File: config.mk
export PLATFORM = sky130hd
export DESIGN_NAME = status_flag_unit
export DESIGN_NICKNAME = d
export VERILOG_FILES = /design/src/rtl/cpu_flags_pkg.sv /design/src/rtl/flag_calc.sv /design/src/rtl/status_flag_unit.sv
export SDC_FILE = /design/constraint.sdc
export NUM_CORES = 1
export LEC_CHECK = 0
export BUFFER_PORTS_ARGS = -buffer_cell sky130_fd_sc_hd__buf_2
export CORE_MARGIN = 5
export CORE_UTILIZATION = 40
export DETAILED_ROUTE_END_ITERATION = 6
export PLACE_DENSITY = 0.64
export SLEW_MARGIN = 0
export SYNTH_ARGS = -nofsm -noshare
export SYNTH_HDL_FRONTEND = slang
export SYNTH_HIERARCHICAL = 1
export SYNTH_SLANG_ARGS = --single-unit
File: constraint.sdc
create_clock -name clk -period 2.6 [get_ports clk]
set_input_delay 0.13 -clock clk [delete_from_list [all_inputs] [get_ports clk]]
set_output_delay 0.13 -clock clk [all_outputs]
set_load 0.03 [all_outputs]
File: src/rtl/cpu_flags_pkg.sv
// Shared types for the status-flag logic.
//   flag_op_t : which flag rule applies to the op currently at commit
//   flags_t   : packed {o, s, c, z}, so bit order matches the PSW nibble {O,S,C,Z}
//   FLAG_W    : width of a packed flags_t
package cpu_flags_pkg;

  localparam int FLAG_W = 4;

  typedef enum logic [2:0] {
    FLAG_OP_NONE  = 3'd0,
    FLAG_OP_ADD   = 3'd1,
    FLAG_OP_SUB   = 3'd2,
    FLAG_OP_CMP   = 3'd3,
    FLAG_OP_LOGIC = 3'd4,
    FLAG_OP_SHL   = 3'd5,
    FLAG_OP_SHR   = 3'd6,
    FLAG_OP_LOAD  = 3'd7
  } flag_op_t;

  typedef struct packed {
    logic o;
    logic s;
    logic c;
    logic z;
  } flags_t;

endpackage

File: src/rtl/flag_calc.sv
// Combinational flag generator. Derives the candidate Z/C/S/O value for one
// ALU operation from its operands and result; the caller decides whether the
// value is actually committed.
// Ports:
//   flag_op        : operation (flag_op_t encoding)
//   operand_a/b    : ALU operands
//   alu_result     : ALU result (A-B for SUB/CMP)
//   shift_out_bit  : last bit shifted out, used as carry for SHL/SHR
//   flag_load_data : {O,S,C,Z} taken verbatim for LOAD
//   flags_out      : candidate flags, packed {O,S,C,Z}
module flag_calc
  import cpu_flags_pkg::*;
#(
  parameter int DATA_WIDTH = 16
) (
  input  logic [2:0]            flag_op,
  input  logic [DATA_WIDTH-1:0] operand_a,
  input  logic [DATA_WIDTH-1:0] operand_b,
  input  logic [DATA_WIDTH-1:0] alu_result,
  input  logic                  shift_out_bit,
  input  logic [FLAG_W-1:0]     flag_load_data,
  output logic [FLAG_W-1:0]     flags_out
);

  localparam int MSB = DATA_WIDTH - 1;

  flag_op_t              op;
  flags_t                f;
  logic [DATA_WIDTH:0]   add_sum;
  logic                  res_zero;
  logic                  res_sign;

  assign op       = flag_op_t'(flag_op);
  // Widened sum so the carry out of the MSB is visible independent of the ALU.
  assign add_sum  = {1'b0, operand_a} + {1'b0, operand_b};
  assign res_zero = (alu_result == '0);
  assign res_sign = alu_result[MSB];

  always_comb begin
    f   = '0;
    f.z = res_zero;
    f.s = res_sign;
    unique case (op)
      FLAG_OP_ADD: begin
        f.c = add_sum[DATA_WIDTH];
        f.o = (operand_a[MSB] == operand_b[MSB]) && (res_sign != operand_a[MSB]);
      end
      FLAG_OP_SUB, FLAG_OP_CMP: begin
        // Carry reports a borrow, i.e. unsigned A < B.
        f.c = (operand_a < operand_b);
        f.o = (operand_a[MSB] != operand_b[MSB]) && (res_sign != operand_a[MSB]);
      end
      FLAG_OP_LOGIC: begin
        f.c = 1'b0;
        f.o = 1'b0;
      end
      FLAG_OP_SHL, FLAG_OP_SHR: begin
        f.c = shift_out_bit;
        f.o = 1'b0;
      end
      FLAG_OP_LOAD: begin
        f = flags_t'(flag_load_data);
      end
      default: begin
        // NONE: value is never committed, keep it quiet.
        f = '0;
      end
    endcase
  end

  assign flags_out = f;

endmodule

File: src/rtl/status_flag_unit.sv
// Status flag register with interrupt shadow stack.
// Latches Z/C/S/O for the committing ALU op, exposes them registered to the
// branch logic, and keeps a small LIFO of flag snapshots for interrupt
// entry/return. A direct LOAD path lets the PSW write the flags.
// Ports:
//   clk, reset_n           : clock, asynchronous active-low reset
//   flag_op                : flag rule for the committing op (flag_op_t)
//   operand_a/b, alu_result, shift_out_bit : ALU side inputs for flag rules
//   flag_update            : commit strobe
//   flag_load_data         : {O,S,C,Z} for LOAD
//   save_req / restore_req : push / pop the shadow stack
//   zero/carry/sign/overflow_flag : registered flags
//   flags_valid            : high the cycle after any flag write
//   stack_full/stack_empty : shadow stack occupancy
//   stack_error            : sticky overflow/underflow/conflict indicator
module status_flag_unit
  import cpu_flags_pkg::*;
#(
  parameter int DATA_WIDTH  = 16,
  parameter int STACK_DEPTH = 4
) (
  input  logic                  clk,
  input  logic                  reset_n,
  input  logic [2:0]            flag_op,
  input  logic [DATA_WIDTH-1:0] operand_a,
  input  logic [DATA_WIDTH-1:0] operand_b,
  input  logic [DATA_WIDTH-1:0] alu_result,
  input  logic                  shift_out_bit,
  input  logic                  flag_update,
  input  logic [3:0]            flag_load_data,
  input  logic                  save_req,
  input  logic                  restore_req,
  output logic                  zero_flag,
  output logic                  carry_flag,
  output logic                  sign_flag,
  output logic                  overflow_flag,
  output logic                  flags_valid,
  output logic                  stack_full,
  output logic                  stack_empty,
  output logic                  stack_error
);

  localparam int IDX_W = $clog2(STACK_DEPTH);
  localparam int PTR_W = IDX_W + 1;
  localparam logic [PTR_W-1:0] PTR_FULL = PTR_W'(STACK_DEPTH);
  localparam logic [PTR_W-1:0] PTR_ONE  = PTR_W'(1);

  flag_op_t          op;
  logic [FLAG_W-1:0] calc_flags;

  flags_t            flags_p1;
  logic              vld_p1;
  logic              err_p1;
  logic [PTR_W-1:0]  ptr_p1;
  flags_t            stack_mem [STACK_DEPTH];

  flags_t            flags_nxt;
  logic              vld_nxt;
  logic              err_nxt;
  logic [PTR_W-1:0]  ptr_nxt;

  logic              push_req, pop_req, conflict;
  logic              push_ok, pop_ok, upd_ok;
  logic              is_full, is_empty;
  logic [IDX_W-1:0]  wr_idx, rd_idx;

  assign op = flag_op_t'(flag_op);

  flag_calc #(
    .DATA_WIDTH (DATA_WIDTH)
  ) u_flag_calc (
    .flag_op        (flag_op),
    .operand_a      (operand_a),
    .operand_b      (operand_b),
    .alu_result     (alu_result),
    .shift_out_bit  (shift_out_bit),
    .flag_load_data (flag_load_data),
    .flags_out      (calc_flags)
  );

  assign is_full  = (ptr_p1 == PTR_FULL);
  assign is_empty = (ptr_p1 == '0);
  // Push slot is the pointer itself (only used when not full, so it fits);
  // pop slot is the entry just below the pointer.
  assign wr_idx   = IDX_W'(ptr_p1);
  assign rd_idx   = IDX_W'(ptr_p1 - PTR_ONE);

  // Simultaneous save and restore cancel each other on the stack.
  assign conflict = save_req & restore_req;
  assign push_req = save_req & ~restore_req;
  assign pop_req  = restore_req & ~save_req;
  assign push_ok  = push_req & ~is_full;
  assign pop_ok   = pop_req & ~is_empty;
  // Any restore request outranks a commit in the same cycle, even one that fails.
  assign upd_ok   = flag_update & ~restore_req & (op != FLAG_OP_NONE);

  always_comb begin
    flags_nxt = flags_p1;
    vld_nxt   = 1'b0;
    ptr_nxt   = ptr_p1;
    err_nxt   = err_p1 | conflict | (push_req & is_full) | (pop_req & is_empty);
    if (pop_ok) begin
      flags_nxt = stack_mem[rd_idx];
      vld_nxt   = 1'b1;
    end else if (upd_ok) begin
      flags_nxt = flags_t'(calc_flags);
      vld_nxt   = 1'b1;
    end
    if (push_ok) begin
      ptr_nxt = ptr_p1 + PTR_ONE;
    end else if (pop_ok) begin
      ptr_nxt = ptr_p1 - PTR_ONE;
    end
  end

  // ---- stage p1: architectural flags, stack pointer, status ----
  always_ff @(posedge clk or negedge reset_n) begin
    if (!reset_n) begin
      flags_p1 <= '0;
      vld_p1   <= 1'b0;
      err_p1   <= 1'b0;
      ptr_p1   <= '0;
    end else begin
      flags_p1 <= flags_nxt;
      vld_p1   <= vld_nxt;
      err_p1   <= err_nxt;
      ptr_p1   <= ptr_nxt;
    end
  end

  // Stack storage is data only; the pointer reset makes old entries unreachable.
  // A push saves the flags as they were before any same-cycle commit.
  always_ff @(posedge clk) begin
    if (push_ok) begin
      stack_mem[wr_idx] <= flags_p1;
    end
  end

  assign zero_flag     = flags_p1.z;
  assign carry_flag    = flags_p1.c;
  assign sign_flag     = flags_p1.s;
  assign overflow_flag = flags_p1.o;
  assign flags_valid   = vld_p1;
  assign stack_full    = is_full;
  assign stack_empty   = is_empty;
  assign stack_error   = err_p1;

endmodule

==> reports/qor.yml, run 1 <==
static-leakage-power_nw: 1.20
fp.dieArea_um2: 6730
synth_top_cells_by_area: "sky130_fd_sc_hd__edfxtp_1, sky130_fd_sc_hd__ha_1, sky130_fd_sc_hd__dfrtp_1, sky130_fd_sc_hd__a211oi_1, sky130_fd_sc_hd__inv_1"
slew_headroom: 0.638
path_max_fanout: 13
final_report_hold_violation_count: 0
worst_hold_path_type: "input port to register"
clock_sinks: 25
floorplan.io_pins: 69
first_global_vias: 1700
route.vias.total: 1777
worst-slew-pin-transition_ns: 0.543
cp_data_required_time_ns: 2.77
global_route.usage.met2: 0.246
grt_use_met1: 0.180
critPathLaunchType: "register"
total_grt_usage: 0.138
yosysTopAreaCellShare: 0.232
num_rows: 26
post_synthesis_instance_total: 207
synth_fa_ha_area_frac: 0.217
layout_worst_path_cycle_share: 0.730
timing.setup.tns_ns: 0
cp.buffers_inverters: 1
synth.cell_area_um2: 2070
rsz_0062_raised_after_global_routing: "false"
routed_wl_um: 4570
synth-seq-cells: 25
slowest_delay_ns: 0.49
synth.net_count: 304
worstPathArrival_ns: 2.07
post_cts_buffers: 0
critical_path_class: "register to register"
drt_pass1_iterations: 4
layout_setup_ws_ns: 0.701
clock_tree.buffer_depth: 2
post_route_cells_drive_above_1_share: 0.298
initial_core_util: 0.409
synth.distinct_cells: 44
synth_edf_count: 16
remaining_drc_errors: 0
run_status: "complete, no violations"
worst_path_most_repeated_cell: "sky130_fd_sc_hd__ha_1"
power.density_cell_area_nw_per_um2: 607
tritoncts: "yes"
fraction_of_registers_with_async_set_reset: 0.360
syn_avg_cell_area_um2: 10.0
place_hpwl_um: 3830
die_w_um: 82.0
flow.area_growth_from_synthesis_pct: 21.8
timing.critical_path.max_delay_family: "simple AND/OR/NAND/NOR gates"
critical_path.endpoint_type: "register"
clkLatencyLatePin_ns: 0.26
fmax_mhz: 527
grt_overflow: 0
detail_route.wl_per_cell_um: 13.2
cap_violations: 0
synthesis.yosys.warnings: 6
die_h_um: 82.0
yosysTopAreaCell: "sky130_fd_sc_hd__edfxtp_1"
synth_sequential_area_ratio: 0.340
ctsHtreeMaxLevel: 1
grt_max_degree: 16
global_route_wire_length_before_repair_um: 7410
min_clock_period_post_route_ns: 1.90
synth-xor-area-share: 0.00844
synth_simple_gate_area_share: 0.153
routabilityCongestion: 0.832
numCtsBuffers: 3
fin_worst_skew_ns: 0.00169
maxSlewViolCount: 0
core_area_um2: 5070
resized_cells_post_cts: 0
routing_layer_with_the_top_usage_in_global_route: "met2"
detail-route-antenna-nets: 0
path_clk_slew_ns: 0.08
worstPathCellList: "inv_1, ha_1, ha_1, nor3b_4, o22ai_1, a211oi_1"
antenna-diode-count: 0
preCtsSetupSlack_ns: 0.617
yosys-mux-area-fraction: 0.0265
gr-usage-met3: 0.0132
setup_viol_count_final: 0
vdd.ir_drop.worst_mv: 0.274
synth_top_family_by_area: "adder cells"
synth_ff_type: "sky130_fd_sc_hd__edfxtp_1"
drt-vias-per-instance: 5.15
drt_iter0_drc: 123
critical-path-slowest-cell: "sky130_fd_sc_hd__nor3b_4"
root_buf_cell: "sky130_fd_sc_hd__clkbuf_8"
grt_antenna_before_repair: 0
final_nets: 373
synth_compound_gate_area_share: 0.191
place.port_buffers: 68
## tightest hold or removal path: stages
cell and delay (ns):
sky130_fd_sc_hd__buf_2 0.13, sky130_fd_sc_hd__a21oi_1 0.08, sky130_fd_sc_hd__o21bai_1 0.13
## power breakdown
part           internal (W)  switching [W]
clock              0.000107       0.000114
combinational      0.000277       0.000408
sequential         0.000549      0.0000775
total              0.000933       0.000600
## state kept, by name, indices dropped and copies added, names as in the netlist
name / flops
carry_flag: 1
stack_error: 1
stack_mem: 16
ptr_p1: 3
zero_flag: 1
sign_flag: 1
flags_valid: 1
overflow_flag: 1
## cells by family after synthesis
kind of cell               after synthesis
xor gates and xnor gates                 2
adders and majority gates               36
AOI/OAI and AO/OA                       57
buffers and inverters                   31
muxes                                    5
and+or+nand+nor                         51
DFF                                     25
## metrics by stage
step            util  instances  hold WS, ns  area, um2  power (W)
6_report       0.498        345        0.244       2530    0.00153
5_1_grt        0.498        345        0.248       2530    0.00166
4_1_cts        0.498        345        0.235       2530    0.00155
3_5_place_dp   0.487        340      0.00354       2470    0.00133
3_3_place_gp   0.487        340      0.00220       2470    0.00132
2_1_floorplan      -        207       -0.166       2070    0.00110
## timing repair
item	in CTS	in global routing
endpoints found under the setup margin	0	0
hold buffers	1	0
hold endpoints to repair	9	0
## synthesized netlist by cell type (2+ instances only)
cell,instances
sky130_fd_sc_hd__nand3_1,4
sky130_fd_sc_hd__ha_1,36
sky130_fd_sc_hd__buf_6,2
sky130_fd_sc_hd__inv_1,25
sky130_fd_sc_hd__edfxtp_1,16
sky130_fd_sc_hd__clkbuf_1,2
sky130_fd_sc_hd__o21ai_0,2
sky130_fd_sc_hd__a211oi_1,15
sky130_fd_sc_hd__nor4_1,7
sky130_fd_sc_hd__o21ai_1,2
sky130_fd_sc_hd__buf_2,2
sky130_fd_sc_hd__dfrtp_1,9
sky130_fd_sc_hd__nand4_1,3
sky130_fd_sc_hd__mux2_2,4
sky130_fd_sc_hd__nor2_1,6
sky130_fd_sc_hd__and2_1,2
sky130_fd_sc_hd__nand4bb_1,2
sky130_fd_sc_hd__a21o_1,3
sky130_fd_sc_hd__o31ai_1,3
sky130_fd_sc_hd__a21oi_1,14
sky130_fd_sc_hd__and3_1,4
sky130_fd_sc_hd__xnor2_1,2
sky130_fd_sc_hd__nor2b_1,7
sky130_fd_sc_hd__nand2_1,9
sky130_fd_sc_hd__o211ai_1,2
sky130_fd_sc_hd__nand2b_1,2
sky130_fd_sc_hd__o22ai_1,5
## path summary, 6_finish.rpt
kind	start	endpoint	slack (ns)	depth (start not counted)
setup / recovery	ptr_p1[1]	zero_flag	0.70	6
hold / removal	restore_req	stack_error	0.24	3
setup reg to reg	ptr_p1[1]	zero_flag	0.70	6
hold reg to reg	stack_error	stack_error	0.48	1
max in group asynchronous	reset_n	ptr_p1[2]	2.17	2
min in group asynchronous	reset_n	zero_flag	0.25	2
## final cells by class
cell class                      count  area [um2]
Inverter                           25        93.8
Clock buffer                        3        41.3
Timing Repair Buffer               70         358
Clock inverter                      1        5.00
Fill cell                         496        2550
Multi-Input combinational cell    151        1230
Sequential cell                    25         706
Tap cell                           70        87.6
## cells in the final DEF (no fill, tap or decap), types with 5 or more instances in the layout
cell type	count
sky130_fd_sc_hd__a211oi_1	15
sky130_fd_sc_hd__a21oi_1	14
sky130_fd_sc_hd__buf_2	68
sky130_fd_sc_hd__dfrtp_1	9
sky130_fd_sc_hd__edfxtp_1	16
sky130_fd_sc_hd__ha_1	36
sky130_fd_sc_hd__inv_1	25
sky130_fd_sc_hd__nand2_1	9
sky130_fd_sc_hd__nor2_1	6
sky130_fd_sc_hd__nor2b_1	7
sky130_fd_sc_hd__nor4_1	7
sky130_fd_sc_hd__o22ai_1	5
## metal layers
layer / vias to the layer above / wire length [um]
li1: 906 / -
met1: 823 / 2010
met2: 46 / 2270
met3: 2 / 264
met4: 0 / 23
met5: - / 0
No activity file was read; power rests on OpenSTA's default activity.
==> run 2, diff against run 1 <==
--- a/config.mk
+++ b/config.mk
@@ -9,7 +9,7 @@
 export CORE_MARGIN = 5
 export CORE_UTILIZATION = 40
 export DETAILED_ROUTE_END_ITERATION = 6
-export PLACE_DENSITY = 0.64
+export PLACE_DENSITY = 0.66
 export SLEW_MARGIN = 0
 export SYNTH_ARGS = -nofsm -noshare
 export SYNTH_HDL_FRONTEND = slang
==> constraint.sdc (replaced) <==
create_clock -name clk -period 1.74 [get_ports clk]
set_input_delay 0.087 -clock clk [delete_from_list [all_inputs] [get_ports clk]]
set_output_delay 0.087 -clock clk [all_outputs]
set_load 0.03 [all_outputs]
==> reports/qor.yml, run 2 (synthesis gave the netlist of run 1 again) <==
static-leakage-power_nw: 1.24  # +3.2%
worstPathArrival_ns: 1.82  # -0.25 ns
setup_viol_count_final: 0  # unchanged
total_switching_power_w: 0.000968  # +61%
initial_core_util: 0.409  # unchanged
worst-slew-pin-transition_ns: 0.382  # -0.161 ns
r2r_slack_ns: 0.07  # -0.63 ns
final_report_hold_violation_count: 0  # unchanged
regToRegEndpoint: "zero_flag"
grt_overflow: 0  # unchanged
drt_iter0_drc: 93  # -24%
total_grt_usage: 0.142  # +0.00335
clkLatencyLatePin_ns: 0.27  # about the same
detail-route-antenna-nets: 0  # unchanged
remaining_drc_errors: 0  # unchanged
power.density_cell_area_nw_per_um2: 940  # +55%
placedCellCount: 348  # +2.4%
path_clk_slew_ns: 0.09  # about the same
route.vias.total: 1826  # +2.8%
flip_flop_count_of_the_largest_register_all_copies_and_words_added: 16  # unchanged
n_fill_cell: 486  # -2.0%
number_of_cell_instances_on_the_worst_register_to_register_path: 5  # -1
antenna-diode-count: 0  # unchanged
slew_headroom: 0.745  # +0.107
tritoncts: "yes"
die_h_um: 82.0  # unchanged
power_frac_comb: 0.483  # +0.036
fin_cells: 353  # +2.3%
final_nets: 381  # +2.1%
post_route_cells_drive_above_1_share: 0.343  # +0.0446
top_regs: "stack_mem: 16 flops, ptr_p1: 3 flops"
final_common_cell: "sky130_fd_sc_hd__buf_2"
detail_route.wl_per_cell_um: 13.1  # -0.90%
registers.top_by_ff_count: "stack_mem"
flow.area_growth_from_synthesis_pct: 27.1
design_power_total_w: 0.00248  # +62%
drt-vias-per-instance: 5.17  # +0.43%
root_buf_cell: "sky130_fd_sc_hd__clkbuf_8"
cell_internal_pwr_w: 0.00151  # +62%
worst_hold_path_type: "input port to asynchronous set/reset pin"
grt_antenna_before_repair: 0  # unchanged
routabilityCongestion: 0.822  # -1.2%
path_max_fanout: 5  # -8
routed_wl_um: 4630  # +1.4%
clock_tree.buffer_depth: 2  # unchanged
clock_sinks: 25  # unchanged
layout_worst_path_cycle_share: 0.958  # +0.228
cp_data_required_time_ns: 1.90  # -0.87 ns
place.port_buffers: 68  # unchanged
cap_violations: 0  # unchanged
run_status: "complete, no violations"
pwr-share-seq: 0.377  # -0.032
place_hpwl_um: 3810  # -0.40%
maxSlewViolCount: 0  # unchanged
reg2reg_from: "ptr_p1[0]"
p_sw_frac: 0.390  # -0.000947
vdd.ir_drop.worst_mv: 0.439  # +60%
fin_worst_skew_ns: 0.00473  # +0.00304 ns
critical_path.endpoint_type: "register"
rsz_0062_raised_after_global_routing: "false"
fmax_mhz: 600  # +14%
first_global_vias: 1763  # +3.7%
ctsHtreeMaxLevel: 1  # unchanged
floorplan.io_pins: 69  # unchanged
fp.dieArea_um2: 6730  # unchanged
post_cts_buffers: 0  # unchanged
critical_path_class: "register to register"
core_area_um2: 5070  # unchanged
numCtsBuffers: 3  # unchanged
min_clock_period_post_route_ns: 1.67  # -0.231 ns
most-common-layout-cells: "sky130_fd_sc_hd__buf_2, sky130_fd_sc_hd__ha_1, sky130_fd_sc_hd__inv_1, sky130_fd_sc_hd__edfxtp_1, sky130_fd_sc_hd__a211oi_1"
power.clock.fraction: 0.140  # -0.004
critPathLaunchType: "register"
global_route_wire_length_before_repair_um: 7550  # +1.9%
num_rows: 26  # unchanged
grt_max_degree: 16  # unchanged
die_w_um: 82.0  # unchanged
drt_pass1_iterations: 4  # unchanged
-- run 2: cell count changes in the layout (fill, tap and decap cells not counted), moves of 2 or more --
cell	previous run	this run
sky130_fd_sc_hd__buf_4	1	8
sky130_fd_sc_hd__ha_1	36	34
sky130_fd_sc_hd__ha_4	0	2
sky130_fd_sc_hd__inv_1	25	23
-- run 2: routing by layer --
layer / global-route usage / up-vias / part of all wire
li1: - / 927 / -
met1: 0.176 / 846 / 0.43
met2: 0.253 / 49 / 0.51
met3: 0.0263 / 4 / 0.060
met4: 0.0316 / 0 / 0.0063
met5: 0 / - / 0
-- run 2: cell type report --
| type | count | area, um2 | share of cell area |
|---|---|---|---|
| clock buffers | 3 | 41.3 | 0.0157 |
| repair buffers | 78 | 430 | 0.163 |
| flip-flops and latches | 25 | 707 | 0.268 |
| clock inverters | 1 | 5.00 | 0.00190 |
| well taps | 70 | 87.6 | 0.0332 |
| inverters | 25 | 96.3 | 0.0365 |
| multi-input cells | 151 | 1270 | 0.481 |
-- run 2: how the worst max path moves through the flow --
| stage | startpoint | endpoint | slack, ns | cells past startpoint |
|---|---|---|---|---|
| final | ptr_p1[0] | zero_flag | 0.07 | 5 |
| after global routing | ptr_p1[1] | sign_flag | 0.005 | 5 |
| after CTS | ptr_p1[1] | zero_flag | 0.02 | 5 |
| after detailed placement | operand_a[14] | carry_flag | -0.11 | 9 |
| after global placement | operand_a[14] | carry_flag | 0.01 | 9 |
| after floorplan | ptr_p1[0] | overflow_flag | -0.08 | 7 |
-- run 2: repair_timing --
item,4_1_cts,5_1_grt
hold buffers,1,0
endpoints found under the hold margin,9,0
endpoints found under the setup margin,0,8
resized for setup,0,2
-- run 2: per-stage QoR --
stage                     setup WS [ns]  hold WS, ns  TNS, ns   util  cell area [um2]
final                            0.0723        0.196        0  0.520             2640
after floorplan                 -0.0778       -0.209   -0.308      -             2120
after global placement           0.0133      -0.0373        0  0.507             2570
after detailed placement         -0.110      -0.0389   -0.110  0.507             2570
after global routing            0.00454        0.203        0  0.520             2640
after CTS                        0.0217        0.187        0  0.518             2630
-- run 2: worst max-delay path: stages, from the launching register on --
cell and delay [ns]:
sky130_fd_sc_hd__dfrtp_2 0.43, sky130_fd_sc_hd__inv_4 0.08, sky130_fd_sc_hd__ha_1 0.24, sky130_fd_sc_hd__or4b_4 0.57, sky130_fd_sc_hd__o22ai_1 0.15, sky130_fd_sc_hd__a211oi_1 0.09
-- run 2: power by group through the flow --
stage	sequential [W]	clock, W	combinational [W]
floorplan	0.00103	0	0.000698
detailed placement	0.000946	0	0.00120
CTS	0.000934	0.000359	0.00121
global route	0.000953	0.000382	0.00134
global placement	0.000944	0	0.00119
finish	0.000934	0.000347	0.00120
